`config.mk`:
```
export PLATFORM = sky130hd
export DESIGN_NAME = fetch_unit
export DESIGN_NICKNAME = d
export VERILOG_FILES = /design/src/rtl/riscv_pkg.sv /design/src/rtl/fetch_skid_fifo.sv /design/src/rtl/fetch_unit.sv
export SDC_FILE = /design/constraint.sdc
export NUM_CORES = 1
export LEC_CHECK = 0
export BUFFER_PORTS_ARGS = -buffer_cell sky130_fd_sc_hd__buf_2
export CORE_ASPECT_RATIO = 1.1
export CORE_UTILIZATION = 62
export DETAILED_ROUTE_END_ITERATION = 8
export PLACE_DENSITY = 0.88
export SYNTH_ARGS = -nofsm -noshare
export SYNTH_HDL_FRONTEND = slang
export SYNTH_HIERARCHICAL = 1
export SYNTH_SLANG_ARGS = --single-unit
export TNS_END_PERCENT = 5
```
`constraint.sdc`:
```
create_clock -name i_clk -period 8.1 [get_ports i_clk]
set_input_delay 1.62 -clock i_clk [delete_from_list [all_inputs] [get_ports i_clk]]
set_output_delay 1.62 -clock i_clk [all_outputs]
set_load 0.03 [all_outputs]
```
`src/rtl/riscv_pkg.sv`:
```
// Shared types and constants for the instruction fetch front end.
//   fetch_entry_t    : one fetched instruction plus the PC it was fetched from
//   RESET_PC_DEFAULT : default first fetch address after reset
package riscv_pkg;

    localparam logic [31:0] RESET_PC_DEFAULT = 32'h0000_0000;

    typedef struct packed {
        logic [31:0] pc;
        logic [31:0] inst;
    } fetch_entry_t;

endpackage

```
`src/rtl/fetch_skid_fifo.sv`:
```
// Two-entry FIFO that absorbs instruction words returning from memory while
// the decode stage is stalled.
//   i_clk, i_rst_n : clock, asynchronous active-low reset
//   i_push/i_entry : write one entry (never issued together with i_pop at count=2)
//   i_pop          : drop the head entry
//   i_clear        : empty the FIFO; wins over push and pop
//   o_count        : number of stored entries (0..2)
//   o_head         : oldest entry (storage is reset to zero)
module fetch_skid_fifo
    import riscv_pkg::*;
(
    input  logic         i_clk,
    input  logic         i_rst_n,
    input  logic         i_push,
    input  logic         i_pop,
    input  logic         i_clear,
    input  fetch_entry_t i_entry,
    output logic [1:0]   o_count,
    output fetch_entry_t o_head
);

    fetch_entry_t slot_q [2];
    fetch_entry_t slot_d [2];
    logic         wr_ptr_q, wr_ptr_d;
    logic         rd_ptr_q, rd_ptr_d;
    logic [1:0]   count_q, count_d;

    always_comb begin
        wr_ptr_d = wr_ptr_q;
        rd_ptr_d = rd_ptr_q;
        count_d  = count_q;
        if (i_clear) begin
            wr_ptr_d = 1'b0;
            rd_ptr_d = 1'b0;
            count_d  = 2'd0;
        end else begin
            if (i_push) wr_ptr_d = ~wr_ptr_q;
            if (i_pop)  rd_ptr_d = ~rd_ptr_q;
            count_d = count_q + {1'b0, i_push} - {1'b0, i_pop};
        end
    end

    generate
        for (genvar gi = 0; gi < 2; gi++) begin : g_slot
            always_comb begin
                slot_d[gi] = slot_q[gi];
                if (i_push && !i_clear && (wr_ptr_q == 1'(gi)))
                    slot_d[gi] = i_entry;
            end

            always_ff @(posedge i_clk or negedge i_rst_n) begin
                if (!i_rst_n) slot_q[gi] <= '0;
                else          slot_q[gi] <= slot_d[gi];
            end
        end
    endgenerate

    always_ff @(posedge i_clk or negedge i_rst_n) begin
        if (!i_rst_n) begin
            wr_ptr_q <= 1'b0;
            rd_ptr_q <= 1'b0;
            count_q  <= 2'd0;
        end else begin
            wr_ptr_q <= wr_ptr_d;
            rd_ptr_q <= rd_ptr_d;
            count_q  <= count_d;
        end
    end

    assign o_count = count_q;
    assign o_head  = slot_q[rd_ptr_q];

endmodule

```
`src/rtl/fetch_unit.sv`:
```
// IF1/IF2 front end: owns the PC, issues reads to a synchronous instruction
// memory (1-cycle latency) and hands {pc, inst} to decode over valid/ready.
// A 2-entry skid FIFO plus credit-based issue guarantees no word is lost
// under back-pressure. EX redirects flush the buffer and the in-flight read.
// Optional build macro FETCH_MISALIGN_CHK_EN: misaligned redirect targets
// raise a sticky o_fetch_fault instead of being silently aligned.
// Ports:
//   i_clk, i_rst_n             : clock, asynchronous active-low reset
//   o_en_inst, o_addr_inst     : imem read request and word address
//   i_rdata_inst               : imem data, valid one cycle after o_en_inst
//   o_id_valid, i_id_ready     : handshake toward IF2ID
//   o_id_pc, o_id_inst         : head entry
//   i_redirect, i_redirect_pc  : EX redirect request and byte target
//   o_fetch_fault              : misaligned redirect fault (0 unless macro set)
module fetch_unit
    import riscv_pkg::*;
#(
    parameter int          DATA_WIDTH          = 32,
    parameter int          INST_MEM_ADDR_WIDTH = 12,
    parameter logic [31:0] RESET_PC            = RESET_PC_DEFAULT
) (
    input  logic                           i_clk,
    input  logic                           i_rst_n,
    output logic                           o_en_inst,
    output logic [INST_MEM_ADDR_WIDTH-3:0] o_addr_inst,
    input  logic [DATA_WIDTH-1:0]          i_rdata_inst,
    output logic                           o_id_valid,
    input  logic                           i_id_ready,
    output logic [DATA_WIDTH-1:0]          o_id_pc,
    output logic [DATA_WIDTH-1:0]          o_id_inst,
    input  logic                           i_redirect,
    input  logic [DATA_WIDTH-1:0]          i_redirect_pc,
    output logic                           o_fetch_fault
);

    logic [DATA_WIDTH-1:0] pc_q, pc_d;
    logic [DATA_WIDTH-1:0] req_pc_q, req_pc_d;
    logic                  inflight_q, inflight_d;
    logic                  fault_q, fault_d;

    logic [DATA_WIDTH-1:0] target_pc;
    logic [DATA_WIDTH-1:0] fetch_pc;
    logic                  redirect_bad;
    logic                  issue;
    logic                  push;
    logic                  pop;
    logic [1:0]            count;
    logic [2:0]            occupancy;
    fetch_entry_t          head;
    fetch_entry_t          new_entry;

`ifdef FETCH_MISALIGN_CHK_EN
    assign target_pc    = i_redirect_pc;
    assign redirect_bad = i_redirect & (|i_redirect_pc[1:0]);
`else
    // Low target bits are simply discarded; the fault output stays low.
    assign target_pc    = {i_redirect_pc[DATA_WIDTH-1:2], 2'b00};
    assign redirect_bad = 1'b0;
`endif

    assign fetch_pc = i_redirect ? target_pc : pc_q;

    // A redirect drops the returning word and its pop, so it never competes
    // with the buffer for the word being pushed or popped this cycle.
    assign push = inflight_q & ~i_redirect;
    assign pop  = o_id_valid & i_id_ready & ~i_redirect;

    // Credit check: entries held after this edge plus the new request must fit
    // in the two buffer slots. pop implies count>=1, so no underflow.
    assign occupancy = {1'b0, count} + {2'b00, inflight_q};

    always_comb begin
        issue = 1'b0;
        if (i_redirect) issue = ~redirect_bad;   // buffer is emptied anyway
        else            issue = ~fault_q && ((occupancy - {2'b00, pop}) < 3'd2);
    end

    always_comb begin
        pc_d       = pc_q;
        req_pc_d   = req_pc_q;
        inflight_d = issue;
        fault_d    = fault_q;
        if (issue) begin
            pc_d     = fetch_pc + DATA_WIDTH'(4);
            req_pc_d = fetch_pc;
        end else if (redirect_bad) begin
            pc_d = i_redirect_pc;
        end
`ifdef FETCH_MISALIGN_CHK_EN
        if (i_redirect) fault_d = redirect_bad;
`else
        fault_d = 1'b0;
`endif
    end

    always_ff @(posedge i_clk or negedge i_rst_n) begin
        if (!i_rst_n) begin
            pc_q       <= DATA_WIDTH'(RESET_PC);
            req_pc_q   <= '0;
            inflight_q <= 1'b0;
            fault_q    <= 1'b0;
        end else begin
            pc_q       <= pc_d;
            req_pc_q   <= req_pc_d;
            inflight_q <= inflight_d;
            fault_q    <= fault_d;
        end
    end

    assign new_entry.pc   = req_pc_q;
    assign new_entry.inst = i_rdata_inst;

    fetch_skid_fifo u_skid_fifo (
        .i_clk   (i_clk),
        .i_rst_n (i_rst_n),
        .i_push  (push),
        .i_pop   (pop),
        .i_clear (i_redirect),
        .i_entry (new_entry),
        .o_count (count),
        .o_head  (head)
    );

    // Registers are already cleared while reset is low, but the credit check
    // would still see room; gate the request so nothing issues during reset.
    assign o_en_inst     = issue & i_rst_n;
    assign o_addr_inst   = fetch_pc[INST_MEM_ADDR_WIDTH-1:2];
    assign o_id_valid    = (count != 2'd0);
    assign o_id_pc       = head.pc;
    assign o_id_inst     = head.inst;
    assign o_fetch_fault = fault_q;

    // Byte-offset and out-of-range PC bits are intentionally not sent to memory.
    logic unused_fetch_bits;
    assign unused_fetch_bits = ^{fetch_pc[DATA_WIDTH-1:INST_MEM_ADDR_WIDTH],
                                 fetch_pc[1:0], i_redirect_pc[1:0]};

endmodule

```
-- Yosys cells after proc, flatten, opt, wreduce, memory -nomap -nowiden
Cells that the tools add are included.
- register bits after elaboration: 197
- latch bits: 0
- memory bits (writable): 0
- ROM bits: 0
- input port bits: 68
- logic and storage cells: 42
- memories: 0
- add/sub/neg operators: 5
- multipliers: 0
- div/mod/pow operators: 0
- magnitude comparators: 2
- eq/ne operators: 0
- shift operators: 0
- muxes and demuxes: 10
- bitwise gates (word level): 8
- reduce and logical (&&, ||, !) cells: 7
- operators by type and width (cell ; number):
    64-bit 2-to-1 mux ; 3
    32-bit by 3-bit adder with 32-bit output (second input constant) ; 1
    32-bit 2-to-1 mux ; 1
    2-bit nonzero test ; 3
    1-bit 2-to-1 mux ; 5
    1-bit AND ; 4
    2-bit by 1-bit adder with 3-bit output ; 1
    1-bit logical AND ; 3
    3-bit by 2-bit < comparator with 1-bit output (second input constant) ; 1
    1-bit inverter ; 3
    3-bit by 1-bit subtractor with 3-bit output ; 1
    2-bit by 1-bit adder with 2-bit output ; 1
    2-bit greater-or-equal comparator (second input constant) ; 1
    2-bit 2-to-1 mux ; 1
    1-bit inverter with 2-bit output ; 1
    2-bit by 1-bit subtractor with 2-bit output ; 1
    1-bit logical NOT ; 1

-- Logic depth before layout (Yosys ltp)
- word-level depth: 7
- depth in mapped cells: 15
- mapped depth without buffers: 12

-- Modules after synthesis
Netlist, hierarchy kept.
- modules (own cells, without submodules) (module ; times used ; cells an instance ; area each (µm²) ; sequential area each (µm²)):
    fetch_skid_fifo ; 1 ; 358 ; 6048.3 ; 3303.2
    fetch_unit ; 1 ; 423 ; 3832.4 ; 1526.5

-- Worst setup path after synthesis
OpenSTA, ideal clock, no wires.
- kind: in2out
- start: in i_redirect
- end: out o_en_inst
- arrival time: 4.577 ns
- slack: 1.903 ns
- stages on the path: 12
- buffers on the path: 4
- cell sequence: buf_2 > buf_2 > buf_2 > buf_1 > and3b_1 > ha_1 > nor2b_1 > fa_1 > nor2_1 > nor2_1 > inv_2 > and2_1
- longest elaborated chain between the ends: 6
- RTL lines (element ; RTL line ; source):
    start, declared ; fetch_unit.sv:31 ; input logic i_redirect,
    1-bit inverter ; fetch_unit.sv:66 ; assign pop = o_id_valid & i_id_ready & ~i_redirect;
    1-bit AND ; fetch_unit.sv:66 ;
    net pop ; fetch_unit.sv:46 ; logic pop;
    3-bit by 1-bit subtractor with 3-bit output ; fetch_unit.sv:75 ; else issue = ~fault_q && ((occupancy - {2'b00, pop}) < 3'd2);
    3-bit by 2-bit < comparator with 1-bit output ; fetch_unit.sv:75 ;
    1-bit 2-to-1 mux ; fetch_unit.sv:74 ; if (i_redirect) issue = ~redirect_bad;
    1-bit AND ; fetch_unit.sv:126 ; assign o_en_inst = issue & i_rst_n;
    end, declared ; fetch_unit.sv:24 ; output logic o_en_inst,
The timed path passes the listed nets, and every way through them passes these cells.

-- Worst setup path in the final report
Same ends and word-level chain as after synthesis.

==> results.sh <==
export IMPL_status="complete, no violations"
export IMPL_ys_warn_count=6
export IMPL_grt_pass1_vias=6526
export IMPL_clock_sinks=193
export IMPL_die_h_um=134
export IMPL_cts_resized=0
export IMPL_critPathMaxFanout=18
export IMPL_nets=974
export IMPL_p_leak_nw=5.15
export IMPL_drive_gt1_share_pct=42.7
export IMPL_fmax_ghz=0.162
export IMPL_crit_start="i_redirect"
export IMPL_rsz0062_at_grt="no"
export IMPL_rr_startpoint="u_skid_fifo/o_count[1]"
export IMPL_netlist_instances=781
export IMPL_ir_worst_vdd_uv=266
export IMPL_port_buffers=141
export IMPL_worstPathRequired_ns=6.48
export IMPL_cts_tree="done"
export IMPL_synth_ff_type="dfrtp_1"
export IMPL_setup_viol=0
export IMPL_via_per_inst=5.81
export IMPL_crit_top_cell="nor2_1"
export IMPL_htree_levels=4
export IMPL_cts_made_buffers=17
export IMPL_maxCapViolCount=0
export IMPL_ant_nets=0
export IMPL_fin_skew_ns=0.00827
export IMPL_hold_buffers=0
export IMPL_postSynthAreaPerCell_um2=12.7
export IMPL_vias=6477
export IMPL_cp_arrival_ns=4.57
export IMPL_grt_ovfl_total=0
export IMPL_synth_edf_count=0
export IMPL_cts_setup_buffers=0
export IMPL_dp_cells=1082
export IMPL_finalCritPeriodShare_pct=76.4
export IMPL_power_density_mw_per_mm2=419
export IMPL_die_width_um=122
export IMPL_finalInstanceArea_mm2=0.0111
export IMPL_grt_total_usage_pct=25.4
export IMPL_io_pins=145
export IMPL_antenna_found_initial=0
export IMPL_cp_cell_sequence="buf_4 > and3b_1 > ha_1 > nor2b_1 > fa_1 > xnor2_1 > nor2_1 > nor2_1 > inv_2 > and2_1 > buf_2"
export IMPL_endpoint_kind="primary output"
export IMPL_cts_root_buf="clkbuf_16"
export IMPL_grt_max_degree=94
export IMPL_grt_pass1_wl_mm=32.5
export IMPL_dr_first_iter_drc_count=394
export IMPL_core_area_mm2=0.0156
export IMPL_crit_type="in -> out"
export IMPL_slew_headroom_pct=28.0
export IMPL_antenna_cells=0
export IMPL_synthesis_area_mm2=0.00988
export IMPL_fp_dieArea_mm2=0.0164
export IMPL_cpPeakStageDelay_ns=0.86
export IMPL_synth_seq_cells=193
export IMPL_hp_class="reg -> reg"
export IMPL_cp_start_kind="input pin"
export IMPL_clock_latency_ns=0.43
export IMPL_report_final_slew_viol_count=0
export IMPL_wl_per_cell_um=18.2
export IMPL_min_delay_start="u_skid_fifo/slot_q[118]"
export IMPL_tightest_slew_ns=1.08
export IMPL_finalWeightedCongestion=0.859
export IMPL_placed_cell_area_mm2=0.0105
export IMPL_clkTransAtPathRegs_ns=0.07
export IMPL_start_util_pct=63.3
export IMPL_yosysUniqueCellTypes=55
export IMPL_rows=48
export IMPL_utilization_pct=71.1
export IMPL_hold_viol_final=0
export IMPL_min_period_ns=6.19
export IMPL_cts_buffer_depth=2
export IMPL_rrSetupSlack_ns=4.28
export IMPL_fin_cells=1114
export IMPL_drt_pass1_iterations=6
export IMPL_slowest_stage="nor2_1"
export IMPL_drc=0
export IMPL_synth_seq_area_share_pct=48.9
export IMPL_final_setup_tns_ns=0
export IMPL_area_growth_pct=12.4
export IMPL_hpwl_mm=13.6
export IMPL_wl_mm=20.3
export IMPL_synthArstFlopShare_pct=100
export IMPL_whs_ns=0.496
[worst paths after layout]
path	to	depth (start not counted)
max	o_en_inst	11
min	u_skid_fifo/slot_q[118]	1
max reg2reg	req_pc_q[3]	11
min reg2reg	u_skid_fifo/slot_q[118]	1
max in group asynchronous	u_skid_fifo/rd_ptr_q	2
min in group asynchronous	u_skid_fifo/slot_q[55]	1
[final cells by class]
class	count	area [um^2]
clock buffer	17	425
clock inverter	15	170
fill	1104	4510
inverter	12	45.0
multi-input combinational	527	4600
sequential	193	4830
tap	200	250
timing repair buffer	150	785
[state kept, by name (all words and copies together), names as in the netlist]
signal / count
u_skid_fifo/rd_ptr_q: 1
u_skid_fifo/slot_q: 128
inflight_q: 1
req_pc_q: 30
u_skid_fifo/o_count: 2
u_skid_fifo/wr_ptr_q: 1
pc_q: 30
[synthesized netlist by cell type, types with 4 or more instances]
master | number | area [um^2]
a22oi_1 | 4 | 30.0
a21oi_1 | 20 | 100
nor3_1 | 11 | 55.1
nor2_1 | 44 | 165
mux2_4 | 60 | 901
nand4_1 | 9 | 56.3
buf_2 | 12 | 60.1
nand2_1 | 52 | 195
xnor2_1 | 27 | 236
nand3b_1 | 10 | 75.1
inv_1 | 11 | 41.3
buf_12 | 6 | 120
buf_4 | 11 | 82.6
mux2i_1 | 35 | 350
o21ai_0 | 23 | 115
nand4b_1 | 5 | 43.8
xor2_1 | 18 | 158
nand3_1 | 18 | 90.1
buf_6 | 10 | 113
buf_1 | 5 | 18.8
clkbuf_1 | 9 | 33.8
dfrtp_1 | 193 | 4830
mux2_1 | 5 | 56.3
mux2_2 | 136 | 1530
ha_1 | 4 | 50.1
[stage by stage]
stage | setup slack, ns | total power (W)
after floorplan | 1.90 | 0.00329
after global routing | 1.71 | 0.00490
final | 1.91 | 0.00465
after CTS | 1.95 | 0.00467
after detailed placement | 2.00 | 0.00380
after global placement | 2.12 | 0.00369
[logic make-up (layout without fill, tap and decap cells)]
group / count (synthesis) / in the layout / share of synthesized area, %
buf+inv: 65 / 194 / 4.79
mux: 236 / 236 / 28.7
other cells: 1 / 5 / 0.0380
xor+xnor: 46 / 46 / 4.22
flops: 193 / 193 / 48.9
simple gates: 174 / 174 / 9.03
compound gates: 61 / 61 / 3.61
fa+ha+maj: 5 / 5 / 0.709
[power by group]
group / switching, W / internal [W]
combinational: 0.00119 / 0.000913
sequential: 0.000287 / 0.00141
clock: 0.000382 / 0.000465
total: 0.00186 / 0.00279
[routing by layer]
metal	wire, um	global-route usage, %	vias up
met5	0	0	-
met2	10000	42.1	208
li1	-	-	2978
met4	354	9.08	0
met3	1010	4.46	29
met1	8930	33.4	3262
[critical path, delay by kind of cell]
kind | cells | cell delay [ns]
xor+xnor | 1 | 0.24
simple gates | 5 | 1.58
fa+ha+maj | 2 | 0.69
buf+inv | 3 | 0.43
[layout by cell type, fill, tap and decap left out, types with 2 or more instances in the layout]
master | synthesis | routed
a21boi_0 | 2 | 2
a21oi_1 | 20 | 20
a222oi_1 | 2 | 2
a22o_1 | 2 | 2
a22oi_1 | 4 | 4
and2_1 | 3 | 3
and4_1 | 2 | 2
buf_2 | 12 | 139
buf_4 | 11 | 10
bufinv_16 | 0 | 2
clkbuf_16 | 0 | 17
clkinvlp_4 | 0 | 2
conb_1 | 1 | 5
dfrtp_1 | 193 | 192
ha_1 | 4 | 4
inv_1 | 11 | 11
inv_6 | 0 | 8
mux2_1 | 5 | 5
mux2_2 | 136 | 136
mux2_4 | 60 | 60
mux2i_1 | 35 | 35
nand2_1 | 52 | 52
nand2b_1 | 2 | 2
nand3_1 | 18 | 18
nand3b_1 | 10 | 10
nand4_1 | 9 | 9
nand4_2 | 2 | 2
nand4b_1 | 5 | 5
nor2_1 | 44 | 44
nor2b_1 | 2 | 2
nor3_1 | 11 | 11
nor3_2 | 3 | 3
o21a_1 | 3 | 3
o21ai_0 | 23 | 23
xnor2_1 | 27 | 27
xor2_1 | 18 | 18
Power figures use the tool's default switching activity.
